`config.mk`:
```
export PLATFORM = sky130hd
export DESIGN_NAME = fetch_controller
export DESIGN_NICKNAME = d
export VERILOG_FILES = /design/src/rtl/fetch_controller.sv
export SDC_FILE = /design/constraint.sdc
export NUM_CORES = 1
export LEC_CHECK = 0
export ABC_AREA = 1
export CELL_PAD_IN_SITES_DETAIL_PLACEMENT = 0
export CELL_PAD_IN_SITES_GLOBAL_PLACEMENT = 1
export CORE_MARGIN = 2
export CORE_UTILIZATION = 29
export CTS_CLUSTER_SIZE = 40
export DETAILED_ROUTE_END_ITERATION = 8
export GPL_TIMING_DRIVEN = 0
export PLACE_DENSITY = 0.82
export REMOVE_ABC_BUFFERS = 1
export SLEW_MARGIN = 20
export SYNTH_ARGS = -nofsm -noshare
export SYNTH_HDL_FRONTEND = slang
export SYNTH_SLANG_ARGS = --single-unit
```
`constraint.sdc`:
```
create_clock -name clk -period 1.6 [get_ports clk]
set_clock_uncertainty 0.1 [all_clocks]
set_input_delay 0.32 -clock clk [delete_from_list [all_inputs] [get_ports clk]]
set_output_delay 0.32 -clock clk [all_outputs]
set_load 0.02 [all_outputs]
```
`src/rtl/fetch_controller.sv`:
```
// fetch_controller: instruction-fetch sequencer for a one-cycle synchronous code memory,
// with valid/ready hand-off to the decoder, jump flush, halt and sticky PC wrap flag.
module fetch_controller #(
  parameter int ADDR_WIDTH = 9,
  parameter int DATA_WIDTH = 16,
  parameter logic [ADDR_WIDTH-1:0] RESET_PC = '0
) (
  input  logic                  clk,
  input  logic                  reset,
  input  logic                  in_enable,
  input  logic                  in_jump_valid,
  input  logic [ADDR_WIDTH-1:0] in_jump_addr,
  input  logic                  in_halt,
  output logic [ADDR_WIDTH-1:0] out_mem_addr,
  input  logic [DATA_WIDTH-1:0] in_mem_data,
  output logic [DATA_WIDTH-1:0] out_instr,
  output logic [ADDR_WIDTH-1:0] out_instr_pc,
  output logic                  out_instr_valid,
  input  logic                  in_instr_ready,
  output logic                  out_halted,
  output logic                  out_wrapped
);
  typedef enum logic [2:0] {IDLE, FETCH, DATA, HOLD, HALTED} state_t;
  state_t state_q, state_d;
  logic [ADDR_WIDTH-1:0] pc_q, pc_d, instr_pc_q, instr_pc_d;
  logic [DATA_WIDTH-1:0] instr_q, instr_d;
  logic valid_q, valid_d, wrapped_q, wrapped_d;
  logic [ADDR_WIDTH:0] pc_inc;
  assign pc_inc = {1'b0, pc_q} + {{ADDR_WIDTH{1'b0}}, 1'b1};
  always_ff @(posedge clk) begin
    if (reset) begin
      state_q    <= IDLE;
      pc_q       <= RESET_PC;
      instr_q    <= '0;
      instr_pc_q <= '0;
      valid_q    <= 1'b0;
      wrapped_q  <= 1'b0;
    end else begin
      state_q    <= state_d;
      pc_q       <= pc_d;
      instr_q    <= instr_d;
      instr_pc_q <= instr_pc_d;
      valid_q    <= valid_d;
      wrapped_q  <= wrapped_d;
    end
  end
  // Halt beats jump beats sequencing; HALTED is only left through reset.
  always_comb begin
    state_d = state_q;
    if (state_q != HALTED) begin
      if (in_halt) state_d = HALTED;
      else if (in_jump_valid) state_d = FETCH;
      else case (state_q)
        IDLE:    state_d = in_enable ? FETCH : IDLE;
        FETCH:   state_d = DATA;
        DATA:    state_d = HOLD;
        HOLD:    state_d = in_instr_ready ? (in_enable ? FETCH : IDLE) : HOLD;
        default: state_d = IDLE;
      endcase
    end
  end
  always_comb begin
    pc_d       = pc_q;
    instr_d    = instr_q;
    instr_pc_d = instr_pc_q;
    valid_d    = valid_q;
    wrapped_d  = wrapped_q;
    if (state_q != HALTED) begin
      if (in_halt) valid_d = 1'b0;
      else if (in_jump_valid) begin
        pc_d    = in_jump_addr;
        valid_d = 1'b0;
      end else if (state_q == DATA) begin
        instr_d    = in_mem_data;
        instr_pc_d = pc_q;
        valid_d    = 1'b1;
        pc_d       = pc_inc[ADDR_WIDTH-1:0];
        wrapped_d  = wrapped_q | pc_inc[ADDR_WIDTH];
      end else if (state_q == HOLD && in_instr_ready) valid_d = 1'b0;
    end
  end
  assign out_mem_addr    = pc_q;
  assign out_instr       = instr_q;
  assign out_instr_pc    = instr_pc_q;
  assign out_instr_valid = valid_q;
  assign out_halted      = state_q == HALTED;
  assign out_wrapped     = wrapped_q;
endmodule

```
Word level (Yosys, flattened, before mapping)
Cells that the tools add are included.
W data, S select, Z words.
{"block": "classes", "addsub": 1, "mul": 0, "n_div": 0, "order_cmp": 0, "n_eq_ne": 5, "n_shift": 0, "mux": 11, "bitwise": 3, "reduce_logical": 7}
{"op": "$mux W9", "n": 2}
{"op": "$add A9 B1 Y10 const B", "n": 1}
{"op": "$pmux W2 S4", "n": 1}
{"op": "$eq A3 B2 Y1 const B", "n": 2}
{"op": "$mux W1", "n": 5}
{"op": "$mux W2", "n": 2}
{"op": "$reduce_and A4 Y1", "n": 1}
{"op": "$reduce_bool A4 Y1", "n": 1}
{"op": "$eq A3 B1 Y1 const B", "n": 1}
{"op": "$eq A3 B3 Y1 const B", "n": 1}
{"op": "$logic_not A3 Y1", "n": 1}
{"op": "$mux W3", "n": 1}
{"op": "$ne A3 B3 Y1 const B", "n": 1}
{"op": "$reduce_and A3 Y1", "n": 1}
{"op": "$not A1 Y1", "n": 2}
{"op": "$reduce_and A2 Y1", "n": 1}
{"op": "$reduce_bool A2 Y1", "n": 1}
{"op": "$logic_and A1 B1 Y1", "n": 1}
{"op": "$or A1 B1 Y1", "n": 1}
{"block": "totals", "register_bits": 39, "latchBits": 0, "ramBits": 0, "rom_bits": 0, "in_bits": 31, "out_inout_bits": 37, "word_cells": 33, "mem_count": 0}

Depth between registers and ports, before layout
Gate-level depths: netlist of the first run.
{"block": "depth", "depth_word": 6, "depth_mapped": 9}

Worst setup path before layout of the first run
No wires, ideal clock.
{"block": "synth_timing", "kind": "register to register", "start": "register pc_q[0], in the netlist out_mem_addr[0]", "end": "register pc_q[8], in the netlist out_mem_addr[8]", "arrival_time_ps": 1214, "t_required_ps": 1380, "setup_slack_ps": 166, "stages_incl_launch_ff": 9, "n_path_buf": 0, "synth_period_minus_slack_ps": 1434, "path_cell_list": "dfxtp_1 > ha_1 > nand2_1 > nor2_1 > nand2_1 > nand2_1 > nand3_1 > nand2_1 > a21oi_1"}
{"block": "synth_via", "elab_chain_len": 3}
{"element": "start, declared", "line": "25", "source": "logic [ADDR_WIDTH-1:0] pc_q, pc_d, instr_pc_q, instr_pc_d;"}
{"element": "start signal, assigned", "line": "40", "source": "pc_q <= pc_d;"}
{"element": "$add A9 B1 Y10", "line": "29", "source": "assign pc_inc = {1'b0, pc_q} + {{ADDR_WIDTH{1'b0}}, 1'b1};"}
{"element": "$mux W9", "line": "73", "source": "end else if (state_q == DATA) begin"}
{"element": "$mux W9", "line": "70", "source": "else if (in_jump_valid) begin"}
No other way between the ends. The select of a mux whose other input is x is not followed.
A chain may end at the register's enable or synchronous reset.

Worst setup path in the final report of the first run
{"block": "layout_timing", "start": "register pc_q[6], in the netlist out_mem_addr[6]", "end": "output out_mem_addr[6]"}
{"element": "end, declared", "line": "14", "source": "output logic [ADDR_WIDTH-1:0] out_mem_addr,"}
No word-level cell between the ends.

==> results of run 1 <==
-- placed cells by master (no fill, tap or decap) --
| cell | instances |
|---|---|
| bufinv_16 | 1 |
| nand3_4 | 1 |
| o21ai_0 | 34 |
| ha_1 | 1 |
| o21bai_1 | 1 |
| a21oi_1 | 13 |
| o211ai_1 | 1 |
| nor2_4 | 3 |
| buf_12 | 1 |
| inv_1 | 13 |
| buf_2 | 2 |
| nor2_1 | 62 |
| nand4_1 | 1 |
| inv_4 | 1 |
| dfxtp_2 | 4 |
| clkbuf_8 | 6 |
| nand2_1 | 41 |
| clkdlybuf4s50_1 | 27 |
| nand2_4 | 1 |
| nor2_2 | 2 |
| dfxtp_1 | 35 |
| clkinv_2 | 1 |
| dlygate4sd2_1 | 38 |
| inv_2 | 3 |
| buf_4 | 10 |
| a21oi_4 | 1 |
| clkinvlp_4 | 4 |
| nor3_1 | 2 |
| nand3_1 | 10 |
| nand2_2 | 2 |
-- where the power goes --
group,internal [mW],switching (mW),leakage [nW]
Combinational,0.115,0.120,0.882
Sequential,0.987,0.0216,0.317
Clock,0.505,0.352,0.0612
Total,1.61,0.493,1.26
-- per-layer routing --
metal	wire length (um)	up-vias	track usage [%]	share of wire (%)
li1	-	933	-	-
met1	2470	803	23.2	48
met2	2330	50	27.4	45
met3	339	2	5.00	6.6
met4	10	0	3.05	0.19
met5	0	-	0	0
-- worst min path at each step --
stage / start / end / depth (start not counted)
final: out_instr_pc[8] / out_instr_pc[8] / 2
after global routing: out_instr_pc[8] / out_instr_pc[8] / 2
after CTS: out_instr_pc[8] / out_instr_pc[8] / 2
after detailed placement: out_instr_pc[8] / out_instr_pc[8] / 2
after global placement: out_instr_pc[8] / out_instr_pc[8] / 2
after floorplan: reset / out_instr_pc[8] / 1
-- per-stage QoR --
stage	total power, mW	utilization (%)	std cells	hold WS [ns]	instance area, um2
final	2.10	46.7	394	0.359	2620
after global routing	2.20	46.7	394	0.383	2620
after CTS	2.13	46.3	393	0.363	2600
after detailed placement	1.26	42.9	372	0.354	2410
after global placement	1.26	42.9	372	0.349	2410
after floorplan	1.12	-	233	0.289	1650
-- kinds of logic (layout without fill, tap and decap cells) --
logic type	after synthesis	in the layout	share of synthesized area [%]
buffers and inverters	30	107	7.99
AOI/OAI and AO/OA	50	50	15.6
DFF	39	39	45.7
and+or+nand+nor	124	125	30.0
adders and majority gates	1	1	0.732
-- worst register-to-register path, stage by stage (launching register included) --
cell and delay (ns):
dfxtp_2 0.37, inv_2 0.08, nand3_4 0.10, nor2_4 0.23
clkinvlp_4 0.14, buf_4 0.18, nor2_1 0.10, nor2_1 0.05
-- what timing repair did --
action,CTS,global route
hold buffers,0,0
hold endpoints to repair,0,0
endpoints found under the setup margin,73,31
gates cloned,3,0
buffers inserted,10,1
pin swaps,2,1
gates resized for setup,53,8
-- state kept, by name (all words and copies together) (netlist names) --
name,count
out_instr,16
out_instr_pc,9
out_instr_valid,1
out_mem_addr,9
out_wrapped,1
state_q,3
-- cell type report --
type / count / area share [%]
Timing Repair Buffer: 78 / 27.1
Multi-Input combinational cell: 176 / 31.3
Tap cell: 72 / 3.44
Timing Repair inverter: 2 / 0.574
Inverter: 19 / 3.11
Clock inverter: 2 / 1.34
Sequential cell: 39 / 30.0
Clock buffer: 6 / 3.15
==> reports/results.ini, run 1 <==
[route]
ant_nets=0
avgViaCountPerCell=4.54
wl_per_cell_um=13.1
dr.pass1.iters=4
drc=0
dr.first_iter.drc_count=62
drt-total-wl_um=5150
vias=1788

[setup_path]
crit_cells=1
endpoint=out_mem_addr[6]
endpoint_kind=primary output
start_kind=flip-flop
crit_type=flip-flop to primary output
critPathLaunch=out_mem_addr[6]
rrSetupSlack_ns=0.15
critPathTopFamily=flip-flops
r2r-start=state_q[2]
slowest_delay_ns=0.42
cp.arrival_ns=1.09
crit_chain=dlygate4sd2_1
r2r-end=out_instr[10]
critPathRequiredTime_ns=1.18
rr_worst_depth=7
path_buf_inv=1
slowest_stage=dfxtp_1
crit_fanout=6

[floorplan]
rows=27
die_w_um=80.7
dieArea_um2=6520
start_util_pct=30.5
core_um2=5610
die_h_um=80.7
pin_count=68

[logic_synthesis]
synth_seq_area_share_pct=45.7
synthMostInstantiatedCell=nor2_1
synth_area_leaders=dfxtp_1, nor2_1, o21ai_0
avgSynthCellArea_um2=7.00
async_flop_share_pct=0
synthCells=244
ys.flop_type=dfxtp_1
yosys.area.top_type=dfxtp_1
synth_edf_count=0
yosysTopAreaCellShare_pct=45.7
ys_types=24
synth_warnings=0
syn_area_um2=1710
synthTopCellsByCount=nor2_1, nand2_1, dfxtp_1
ys_ff_latch=39

[sta]
slew_violations=0
setup_viol_count_final=0
period_share_pct=94.1
tightest_slew_ns=0.569
fmax_mhz=664
setup_slack_ns=0.0936
post-route-min-period_ns=1.51
rsz0062_at_grt=no
tns_ns=0
finalHoldViolCount=0
slew_headroom_pct=62.1

[clock_network]
clk_path_buf_depth=2
cts_tree=built
clock_sinks=39
htree_levels=2
clk_latency_ns=0.29
clockRootBuffer=clkbuf_8
numCtsBuffers=5
path_clk_slew_ns=0.08

[final_layout]
drive_gt1_share_pct=13.4
synthToLayoutAreaGrowth_pct=53.3
n_antenna_cell=0
nNetsFinal=353
n_fill_cell=634
multi_input_area_um2=820
regArea_um2=786

[grt]
gr-total-overflow=0
grt_use_total_pct=17.1
grt_pass1_vias=1686
antenna_found_initial=0
grt_max_degree=17
grt_first_pass_wirelength_um=8500

[placement]
gp_congestion=0.785
io_buffers=67
dp_slack_ns=-1.33
hpwl_um=3060

[run]
cap_violations=0

[pwr]
leakage_nw=1.26
irDropWorstVdd_mv=0.462
power_density_nw_per_um2=802

[run_status]
outcome=finished clean

[hold_path]
hp-class=flip-flop to flip-flop

Note: power is estimated with default switching activity, not from simulation.
==> run 2, diff against run 1 <==
CTS_BUF_LIST = sky130_fd_sc_hd__clkbuf_8 sky130_fd_sc_hd__clkbuf_16   (was unset)
==> results of run 2 <==
Final layout, timing and power as in run 1 (identical DEF).
==> run 3, diff against run 2 <==
PLACE_DENSITY = unset   (was 0.82)
PLACE_DENSITY_LB_ADDON = 0.1   (was unset)
==> reports/results.ini, run 3 (synthesized netlist as in run 1, its figures left out) <==
[run_status]
outcome=finished clean

[setup_path]
crit_fanout=3
start_kind=flip-flop
slowest_delay_ns=0.35
crit_type=flip-flop to primary output
endpoint_kind=primary output
cp.arrival_ns=1.12
critPathRequiredTime_ns=1.18
slowest_stage=dfxtp_1
path_buf_inv=2
crit_chain=nor2_4 -> nand2_1 -> inv_1 -> buf_2
critPathTopFamily=flip-flops

[sta]
rsz0062_at_grt=no
post-route-min-period_ns=1.54
slew_headroom_pct=59.8
setup_viol_count_final=0
tightest_slew_ns=0.603
finalHoldViolCount=0
period_share_pct=96.3
slew_violations=0
fmax_mhz=649

[floorplan]
die_w_um=80.7
dieArea_um2=6520
rows=27
pin_count=68
core_um2=5610
die_h_um=80.7
start_util_pct=30.5

[run]
cap_violations=0

[route]
wl_per_cell_um=13.3
dr.pass1.iters=4
ant_nets=0
dr.first_iter.drc_count=49
drc=0
drt-total-wl_um=5190
avgViaCountPerCell=4.56
vias=1783

[grt]
grt_use_total_pct=16.4
grt_pass1_vias=1623
grt_first_pass_wirelength_um=8140
grt_max_degree=17
gr-total-overflow=0
antenna_found_initial=0

[final_layout]
largest_reg_flops=16
final_common_cell=nor2_1
drive_gt1_share_pct=11.9
postLayoutCellArea_um2=2560
nNetsFinal=350
n_antenna_cell=0
final_cell_mix=nor2_1, nand2_1, dlygate4sd2_1
synthToLayoutAreaGrowth_pct=49.8

[hold_path]
hp-class=flip-flop to flip-flop

[placement]
gp_congestion=0.770
hpwl_um=3160
dpl_cell_area_um2=2410
io_buffers=67

[pwr]
irDropWorstVdd_mv=0.282
power_density_nw_per_um2=757
leakage_nw=1.22
p_total_mw=1.94

[clock_network]
path_clk_slew_ns=0.08
numCtsBuffers=5
clockRootBuffer=clkbuf_8
clock_sinks=39
clk_latency_ns=0.30
cts_tree=built
htree_levels=2
clk_path_buf_depth=2

==> run 3: cell count changes in the layout (fill, tap and decap cells not counted), sizes merged <==
cell	delta
clkinvlp	+2
clkdlybuf4s15	+1
buf	-4
bufinv	-1
clkbuf	-1
==> run 3: what timing repair did <==
| item | 4_1_cts | 5_1_grt |
|---|---|---|
| hold buffers | 0 | 0 |
| endpoints found under the setup margin | 73 | 23 |
| buffers inserted | 8 | 0 |
| pin swaps | 1 | 2 |
| resized for setup | 53 | 4 |
| gates cloned | 3 | 0 |
==> run 3: final timing paths <==
path	slack, ns	startpoint	depth (start not counted)	endpoint
max	0.06	state_q[0]	4	out_halted
min	0.36	out_instr_pc[8]	2	out_instr_pc[8]
max reg2reg	0.15	state_q[0]	7	out_instr[10]
min reg2reg	0.36	out_instr_pc[8]	2	out_instr_pc[8]
==> run 3: layer usage <==
layer	wire length [um]	track usage [%]
met5	0	0
met4	70	4.92
met3	270	4.78
met2	2420	27.3
met1	2420	20.5
==> run 3: cell type report <==
cell class,instances,area [um2]
Fill cell,637,3050
Multi-Input combinational cell,176,820
Sequential cell,39,785
Timing Repair Buffer,75,679
Tap cell,72,90.1
Inverter,19,81.3
Clock buffer,5,68.8
Clock inverter,3,20.0
Timing Repair inverter,2,15.0
==> run 3: through the flow <==
step / setup slack, ns / setup TNS [ns] / hold WS [ns] / instances / util [%]
2_1_floorplan: 0.0255 / 0 / 0.289 / 233 / -
3_3_place_gp: -1.35 / -39.81 / 0.354 / 372 / 42.9
3_5_place_dp: -1.36 / -39.60 / 0.354 / 372 / 42.9
4_1_cts: 0.0215 / 0 / 0.362 / 391 / 45.4
5_1_grt: 0.00563 / 0 / 0.376 / 391 / 45.6
6_report: 0.0599 / 0 / 0.358 / 391 / 45.6
==> run 3: power breakdown <==
group | total [mW] | internal, mW | switching, mW
logic | 0.234 | 0.114 | 0.119
registers | 1.01 | 0.986 | 0.0217
clock network | 0.694 | 0.304 | 0.390
total | 1.94 | 1.40 | 0.531
==> run 3: worst reg2reg max path, stage by stage, from the launching register on <==
cell and delay, ns:
dfxtp_1 0.35, inv_1 0.11, nand3_4 0.14, nor2_4 0.21, clkinvlp_4 0.10, buf_4 0.18, nor2_1 0.10, nor2_1 0.05
